$ cat config.mk
export PLATFORM = sky130hd
export DESIGN_NAME = nvram_upload
export DESIGN_NICKNAME = d
export VERILOG_FILES = /design/src/rtl/nvram_pkg.sv /design/src/rtl/nvram_latency_ctr.sv /design/src/rtl/nvram_upload.sv
export SDC_FILE = /design/constraint.sdc
export NUM_CORES = 1
export LEC_CHECK = 0
export BUFFER_PORTS_ARGS = -buffer_cell sky130_fd_sc_hd__buf_4
export CAP_MARGIN = 20
export CELL_PAD_IN_SITES_DETAIL_PLACEMENT = 2
export CELL_PAD_IN_SITES_GLOBAL_PLACEMENT = 2
export CORE_ASPECT_RATIO = 0.6
export CORE_MARGIN = 2
export CORE_UTILIZATION = 25
export CTS_CLUSTER_SIZE = 10
export DETAILED_ROUTE_END_ITERATION = 8
export GPL_ROUTABILITY_DRIVEN = 0
export HOLD_SLACK_MARGIN = 0.08
export PLACE_DENSITY_LB_ADDON = 0.1
export SLEW_MARGIN = 10
export SYNTH_ARGS = -nofsm -noshare
export SYNTH_HDL_FRONTEND = slang
export SYNTH_SLANG_ARGS = --single-unit
$ cat constraint.sdc
create_clock -name clk_sys -period 3.5 [get_ports clk_sys]
set_clock_uncertainty 0.2 [all_clocks]
set_input_delay 0.7 -clock clk_sys [delete_from_list [all_inputs] [get_ports clk_sys]]
set_output_delay 0.7 -clock clk_sys [all_outputs]
set_load 0.005 [all_outputs]
$ cat src/rtl/nvram_pkg.sv
// Shared types and helpers for the NVRAM upload path (hiscore/NVRAM save to SD).
// Optional feature macro: NVRAM_UPLOAD_CHECKSUM_EN (checksum bytes at DEPTH, DEPTH+1).
package nvram_pkg;

    typedef enum logic [2:0] {
        ST_IDLE,
        ST_PAUSE,
        ST_READY,
        ST_FETCH,
        ST_FILLR
    } nvram_state_e;

    localparam logic [7:0] NVRAM_IDX_HISCORE = 8'd4;

    // Byte served for an address at or beyond DEPTH; off is (addr - DEPTH).
    // With the checksum enabled the first two slots expose the running sum.
    function automatic logic [7:0] fill_byte(
        input logic        csum_en,
        input logic [24:0] off,
        input logic [15:0] sum,
        input logic [7:0]  fill
    );
        if (csum_en && off == 25'd0)
            return sum[7:0];
        else if (csum_en && off == 25'd1)
            return sum[15:8];
        return fill;
    endfunction

endpackage

$ cat src/rtl/nvram_latency_ctr.sv
// Down-counter that times the NVRAM read latency after a read strobe.
// load is asserted in the strobe cycle; done is high once MEM_LAT-1 further
// cycles have elapsed, i.e. in the cycle where mem_dout is valid.
module nvram_latency_ctr #(
    parameter int MEM_LAT = 1
) (
    input  logic clk_sys,
    input  logic RESET_N,
    input  logic load,
    output logic done
);

    logic [2:0] cnt;

    // Reload on the read strobe, then count down to zero and hold there.
    always_ff @(posedge clk_sys or negedge RESET_N) begin
        if (!RESET_N)
            cnt <= 3'd0;
        else if (load)
            cnt <= 3'(MEM_LAT - 1);
        else if (cnt != 3'd0)
            cnt <= cnt - 3'd1;
    end

    assign done = (cnt == 3'd0);

endmodule

$ cat src/rtl/nvram_upload.sv
// Answers HPS ioctl upload byte requests from game NVRAM: pauses the core,
// fetches each byte through a spare RAM port and holds ioctl_wait until valid.
// Optional feature macro: NVRAM_UPLOAD_CHECKSUM_EN (16-bit sum at DEPTH/DEPTH+1).
module nvram_upload
    import nvram_pkg::*;
#(
    parameter logic [7:0] INDEX   = NVRAM_IDX_HISCORE,
    parameter int         DEPTH   = 1024,
    parameter int         AW      = $clog2(DEPTH),
    parameter int         MEM_LAT = 1,
    parameter logic [7:0] FILL    = 8'hFF
) (
    input  logic          clk_sys,
    input  logic          RESET_N,
    input  logic          ioctl_upload,
    input  logic [7:0]    ioctl_index,
    input  logic          ioctl_rd,
    input  logic [24:0]   ioctl_addr,
    output logic [7:0]    ioctl_din,
    output logic          ioctl_wait,
    output logic          pause_req,
    input  logic          pause_ack,
    output logic [AW-1:0] mem_addr,
    output logic          mem_rd,
    input  logic [7:0]    mem_dout
);

    nvram_state_e state;
    logic         sel;
    logic         pend;
    logic [24:0]  req_addr;
    logic [24:0]  acc_addr;
    logic         acc_in_range;
    logic         start_req;
    logic         ctr_load;
    logic         ctr_done;
    logic         fetch_done;

    assign sel = ioctl_upload && (ioctl_index == INDEX);

    // Pick which request (live or latched during PAUSE) is accepted this cycle.
    always_comb begin
        acc_addr  = ioctl_addr;
        start_req = 1'b0;
        if (state == ST_READY) begin
            start_req = ioctl_rd;
        end else if (state == ST_PAUSE) begin
            if (pend)
                acc_addr = req_addr;
            start_req = pause_ack && (pend || ioctl_rd);
        end
    end

    // Full 25-bit compare so high addresses never alias into the RAM.
    assign acc_in_range = (acc_addr < 25'(DEPTH));

    assign ctr_load   = (state == ST_FETCH) && mem_rd;
    assign fetch_done = (state == ST_FETCH) && !mem_rd && ctr_done;

    nvram_latency_ctr #(
        .MEM_LAT (MEM_LAT)
    ) u_lat (
        .clk_sys (clk_sys),
        .RESET_N (RESET_N),
        .load    (ctr_load),
        .done    (ctr_done)
    );

`ifdef NVRAM_UPLOAD_CHECKSUM_EN
    logic [15:0] sum;

    // Running sum of in-range bytes served since this upload began.
    always_ff @(posedge clk_sys or negedge RESET_N) begin
        if (!RESET_N)
            sum <= 16'h0000;
        else if (state == ST_IDLE && sel)
            sum <= 16'h0000;
        else if (fetch_done && sel)
            sum <= sum + {8'h00, mem_dout};
    end
`endif

    // Upload control FSM: pause handshake, request acceptance, fetch and fill.
    always_ff @(posedge clk_sys or negedge RESET_N) begin
        if (!RESET_N) begin
            state      <= ST_IDLE;
            pause_req  <= 1'b0;
            ioctl_wait <= 1'b0;
            ioctl_din  <= 8'h00;
            mem_rd     <= 1'b0;
            mem_addr   <= '0;
            req_addr   <= '0;
            pend       <= 1'b0;
        end else if (state != ST_IDLE && !sel) begin
            state      <= ST_IDLE;
            pause_req  <= 1'b0;
            ioctl_wait <= 1'b0;
            mem_rd     <= 1'b0;
            pend       <= 1'b0;
        end else begin
            mem_rd <= 1'b0;
            if (start_req) begin
                req_addr   <= acc_addr;
                pend       <= 1'b0;
                ioctl_wait <= 1'b1;
                if (acc_in_range) begin
                    mem_addr <= acc_addr[AW-1:0];
                    mem_rd   <= 1'b1;
                    state    <= ST_FETCH;
                end else begin
                    state    <= ST_FILLR;
                end
            end else begin
                case (state)
                    ST_IDLE: begin
                        if (sel) begin
                            state     <= ST_PAUSE;
                            pause_req <= 1'b1;
                            pend      <= 1'b0;
                        end
                    end
                    ST_PAUSE: begin
                        if (ioctl_rd && !pend) begin
                            req_addr   <= ioctl_addr;
                            pend       <= 1'b1;
                            ioctl_wait <= 1'b1;
                        end else if (pause_ack) begin
                            state <= ST_READY;
                        end
                    end
                    ST_READY: begin
                    end
                    ST_FETCH: begin
                        if (fetch_done) begin
                            ioctl_din  <= mem_dout;
                            ioctl_wait <= 1'b0;
                            state      <= ST_READY;
                        end
                    end
                    ST_FILLR: begin
`ifdef NVRAM_UPLOAD_CHECKSUM_EN
                        ioctl_din <= fill_byte(1'b1, req_addr - 25'(DEPTH), sum, FILL);
`else
                        ioctl_din <= fill_byte(1'b0, req_addr - 25'(DEPTH), 16'h0000, FILL);
`endif
                        ioctl_wait <= 1'b0;
                        state      <= ST_READY;
                    end
                    default: begin
                        state <= ST_IDLE;
                    end
                endcase
            end
        end
    end

endmodule
Word level (Yosys, flattened, before mapping)
Index checks and enable logic that the tools add are counted.
W data, S select, Z words.

word-level totals
  output and inout port bits = 21
  logic and storage cells = 92
  flip-flop bits (word level) = 53
  input port bits = 46

cells by class
  multiplexer cells = 36
  reductions and logical operators = 30
  bitwise operators = 2
  order comparisons = 1
  add/subtract/negate cells = 1
  equal/unequal tests = 13

operators with widths
  kind                    number
  $mux W25                6
  $mux W3                 9
  $lt A25 B11 Y1 const B  1
  $mux W1                 16
  $pmux W8 S2             1
  $pmux W3 S5             1
  $reduce_and A3 Y1       5
  $reduce_bool A2 Y1      6
  $eq A8 B3 Y1 const B    1
  $mux W8                 1
  $ne A4 B3 Y1 const B    2
  $ne A4 B4 Y1 const B    2
  $logic_and A1 B1 Y1     7
  $eq A3 B2 Y1 const B    2
  $logic_not A3 Y1        2
  $reduce_bool A3 Y1      2
  $reduce_and A5 Y1       1
  $reduce_bool A5 Y1      1
  $ne A4 B2 Y1 const B    1
  $reduce_and A4 Y1       1
  $reduce_bool A4 Y1      1
  $eq A3 B1 Y1 const B    1
  $eq A3 B3 Y1 const B    1
  $logic_not A1 Y1        3
  8 further kinds         9

Depth between registers and ports, before layout
  word-level depth = 7
  mapped depth = 7

By module
Synthesis repeated with hierarchy kept, for this count alone.

second synthesis, totals
  cells, all modules = 205
  area total of the unflattened synthesis = 2658.8 um2

by module, submodules not included
  module             cells each  area each (um2)  sequential area each (um2)  times used
  nvram_upload       189         2482.4           1251.2                      1
  nvram_latency_ctr  16          176.4            75.1                        1

Least setup slack after synthesis
Ideal clock, no wire load.

  path kind = input to register
  from = input ioctl_index[4]
  to = register req_addr[0]
  arrival = 2.114 ns
  path buffers = 1
  slack = 1.061 ns
  data required time = 3.175 ns
  cell stages on the path = 5
  path through = nor4b_2 -> a31oi_2 -> a211oi_4 -> buf_8 -> mux2_4

on the way
  longest elaborated chain between the ends = 6

RTL lines
  item                         line                 text
  start, declared              nvram_upload.sv:16   input logic [7:0] ioctl_index,
  $eq A8 B3 Y1                 nvram_upload.sv:39   assign sel = ioctl_upload && (ioctl_index == INDEX);
  $logic_and A1 B1 Y1          nvram_upload.sv:39
  $logic_not A1 Y1             nvram_upload.sv:94   end else if (state != ST_IDLE && !sel) begin
  $logic_and A1 B1 Y1          nvram_upload.sv:94
  $not A1 Y1 (no line)         n/a
  $reduce_and A3 Y1 (no line)  n/a
  end signal, assigned         nvram_upload.sv:103  req_addr <= acc_addr;
  end signal, assigned         nvram_upload.sv:124  req_addr <= ioctl_addr;
  end, declared                nvram_upload.sv:31   logic [24:0] req_addr;

No other way between the ends.
A chain may end at the register's enable or synchronous reset.

Worst setup path after layout
  from = register state[0]
  to = register mem_addr[1]

on the way
  longest elaborated chain between the ends = 5
  elaborated cells between the ends (all ways) = 11

RTL lines
  item                         line                 text
  start, declared              nvram_upload.sv:28   nvram_state_e state;
  start signal, assigned       nvram_upload.sv:86   state <= ST_IDLE;
  start signal, assigned       nvram_upload.sv:95   state <= ST_IDLE;
  start signal, assigned       nvram_upload.sv:109  state <= ST_FETCH;
  $eq A3 B1 Y1                 nvram_upload.sv:47   end else if (state == ST_PAUSE) begin
  $mux W25                     nvram_upload.sv:47
  $mux W25                     nvram_upload.sv:45   if (state == ST_READY) begin
  $lt A25 B11 Y1               nvram_upload.sv:55   assign acc_in_range = (acc_addr < 25'(DEPTH));
  $reduce_and A3 Y1 (no line)  n/a
  end signal, assigned         nvram_upload.sv:107  mem_addr <= acc_addr[AW-1:0];
  end, declared                nvram_upload.sv:23   output logic [AW-1:0] mem_addr,

Parallel ways exist; a longest one is shown, timed or not.

==> flow_metrics.tcl <==
set metrics [dict create \
    status "finished, final reports clean" \
    r2r_cells 5 \
    drc_errors 0 \
    r2r_slack_ns 0.81 \
    hold_path.class "in2async" \
    rows 29 \
    setup_viol 0 \
    fin_nets 323 \
    synth_cell_types 47 \
    yosys_warnings 0 \
    cts_max_path_buffers 2 \
    layout_common_cells "buf_4, dfrtp_1, mux2_2" \
    drive_gt1_share_pct 48.91 \
    start_util_pct 25.57 \
    ys_seq_elements 53 \
    worstSetupPathType "reg2reg" \
    synthTopCellsByArea "dfrtp_1, mux2_4, mux2_2" \
    power_density_nw_per_um2 477.7 \
    antenna_found_initial 0 \
    die_w_microns 138.2 \
    syn_to_final_growth_pct 28.17 \
    num_io_pins 67 \
    cts_sinks 53 \
    vias 1869 \
    syn_nets 255 \
    grt_overflow_total 0 \
    ant_nets 0 \
    drv_slew 0 \
    ctsHoldBuffers 0 \
    cts_root_buf "clkbuf_16" \
    clk_pin_slew_ns 0.07 \
    period_share_pct 76.85 \
    met2_length_microns 3133 \
    met3_length_microns 276 \
    antennaDiodeCount 0 \
    drt_iter0_drc 45 \
    finalWirelength_microns 6944 \
    finalHoldViolations 0 \
    timing.rr.start "state[0]" \
    syn_area_per_cell_sq_um 13.04 \
    core_region_area_sq_um 10560 \
    setup_tns_ns 0 \
    yosys.area.top_type "dfrtp_1" \
    final_cells 415 \
    synthesis.area_sq_um 2700 \
    die_y_microns 84.50 \
    ir_worst_vdd_v 0.0001883 \
    cp-start-kind "flop" \
    required_ns 3.47 \
    synth.yosys.seq_area_share_pct 49.12 \
    h-tree-depth 2 \
    grt_max_degree 54 \
    r2r-end "mem_addr[1]" \
    first_global_vias 2126 \
    top_layer_used "met4" \
    cts_inserted_buffers 5 \
    grt_pass1_wl_microns 11630 \
    post_cts_resized 0 \
    cts_setup_buffers 0 \
    fmax_ghz 0.3718 \
    slew_headroom_pct 51.52 \
    rsz0062_at_grt "no" \
    dr.pass1.iters 3 \
    avgViaCountPerCell 4.504 \
    synth_edf_count 0 \
    place_inst 407 \
    yosys.area.top_type_share_pct 49.12 \
    async_flop_share_pct 100.0 \
    syn-instance-count 207 \
    cts_tree "built" \
    grt_use_total_pct 12.57 \
    wl_met1_microns 3504 \
    power_uw 1653 \
    period_needed_ns 2.690 \
    final_common_cell "buf_4" \
    portBuffers 66 \
    worstMarginPinSlew_ns 0.7272 \
    wl_per_cell_microns 16.73 \
    insertion_delay_ns 0.29 \
    dp_hpwl_microns 5107 \
    p_leak_uw 0.001626 \
    max-cap-violations 0 \
    crit_arrival_ns 2.66 \
    crit_fanout 12 \
    endpoint_kind "flop" \
    die-area_sq_um 11670 \
    synth_ff_type "dfrtp_1" \
]
==> state kept, by name, indices dropped and copies added (netlist names) <==
name / count
ioctl_wait: 1
req_addr: 25
mem_rd: 1
pause_req: 1
pend: 1
u_lat.cnt: 3
mem_addr: 10
state: 3
ioctl_din: 8
==> worst max-delay path, cell delays in order, from the launching register on <==
cell     delay (ns)
dfrtp_1        0.57
nor3b_1        0.36
and2_4         0.34
mux2i_1        0.37
nand3_2        0.34
mux2_2         0.38
==> metrics by stage <==
| stage | hold slack (ns) | setup slack [ns] | instance area (sq um) | utilization (%) |
|---|---|---|---|---|
| 6_report | 0.2590 | 0.8102 | 3461 | 32.78 |
| 2_1_floorplan | 0.2044 | 1.061 | 2700 | - |
| 5_1_grt | 0.3210 | 0.5865 | 3461 | 32.78 |
| 3_5_place_dp | 0.2947 | 0.6190 | 3318 | 31.43 |
| 3_3_place_gp | 0.2848 | 0.6865 | 3318 | 31.43 |
| 4_1_cts | 0.2973 | 0.7436 | 3461 | 32.78 |
==> worst max-delay path by stage <==
stage	start	endpoint	slack [ns]	cells past startpoint
after floorplan	ioctl_index[4]	req_addr[0]	1.06	5
after global placement	ioctl_index[4]	req_addr[12]	0.69	6
after detailed placement	ioctl_index[4]	req_addr[12]	0.62	6
after CTS	state[0]	mem_addr[1]	0.74	5
after global routing	state[0]	mem_addr[1]	0.59	5
final	state[0]	mem_addr[1]	0.81	5
==> report_power, final <==
group / leakage (uW) / switching [uW] / internal (uW)
combinational: 0.000885 / 115 / 222
clock: 0.0000712 / 230 / 268
sequential: 0.000669 / 83.7 / 735
==> Yosys cell counts (3+ instances only) <==
library cell,n
mux2_2,25
buf_4,3
dfrtp_1,53
nor3_1,4
nand2b_1,3
nor2_1,12
inv_1,13
a21oi_1,9
o21ai_0,3
nor4_1,8
mux2i_1,11
mux2_4,20
==> routing by layer <==
metal | global-route usage (%) | vias up
li1 | - | 878
met1 | 17.39 | 954
met2 | 19.98 | 35
met3 | 3.366 | 2
met4 | 2.505 | 0
met5 | 0 | -
==> logic make-up (layout without fill, tap and decap cells) <==
logic type               after synthesis  in the layout  synth area share [%]
adder cells (fa/ha/maj)                2              2                0.9266
buffers and inverters                 21             90                 4.541
flip-flops                            53             53                 49.12
AND/OR/NAND/NOR                       50             50                 12.56
XOR/XNOR                               1              1                0.3244
multiplexers                          56             56                 25.63
AO/OA/AOI/OAI                         24             24                 6.904
==> final cells by class <==
class / instances / area, sq um
tap: 139 / 173.9
sequential: 53 / 1326
fill: 1118 / 7098
clock buffer: 6 / 128.9
inverter: 13 / 48.80
clock inverter: 2 / 13.76
multi-input combinational: 133 / 1251
timing repair buffer: 69 / 518.0
No activity file was read; power rests on OpenSTA's default activity.
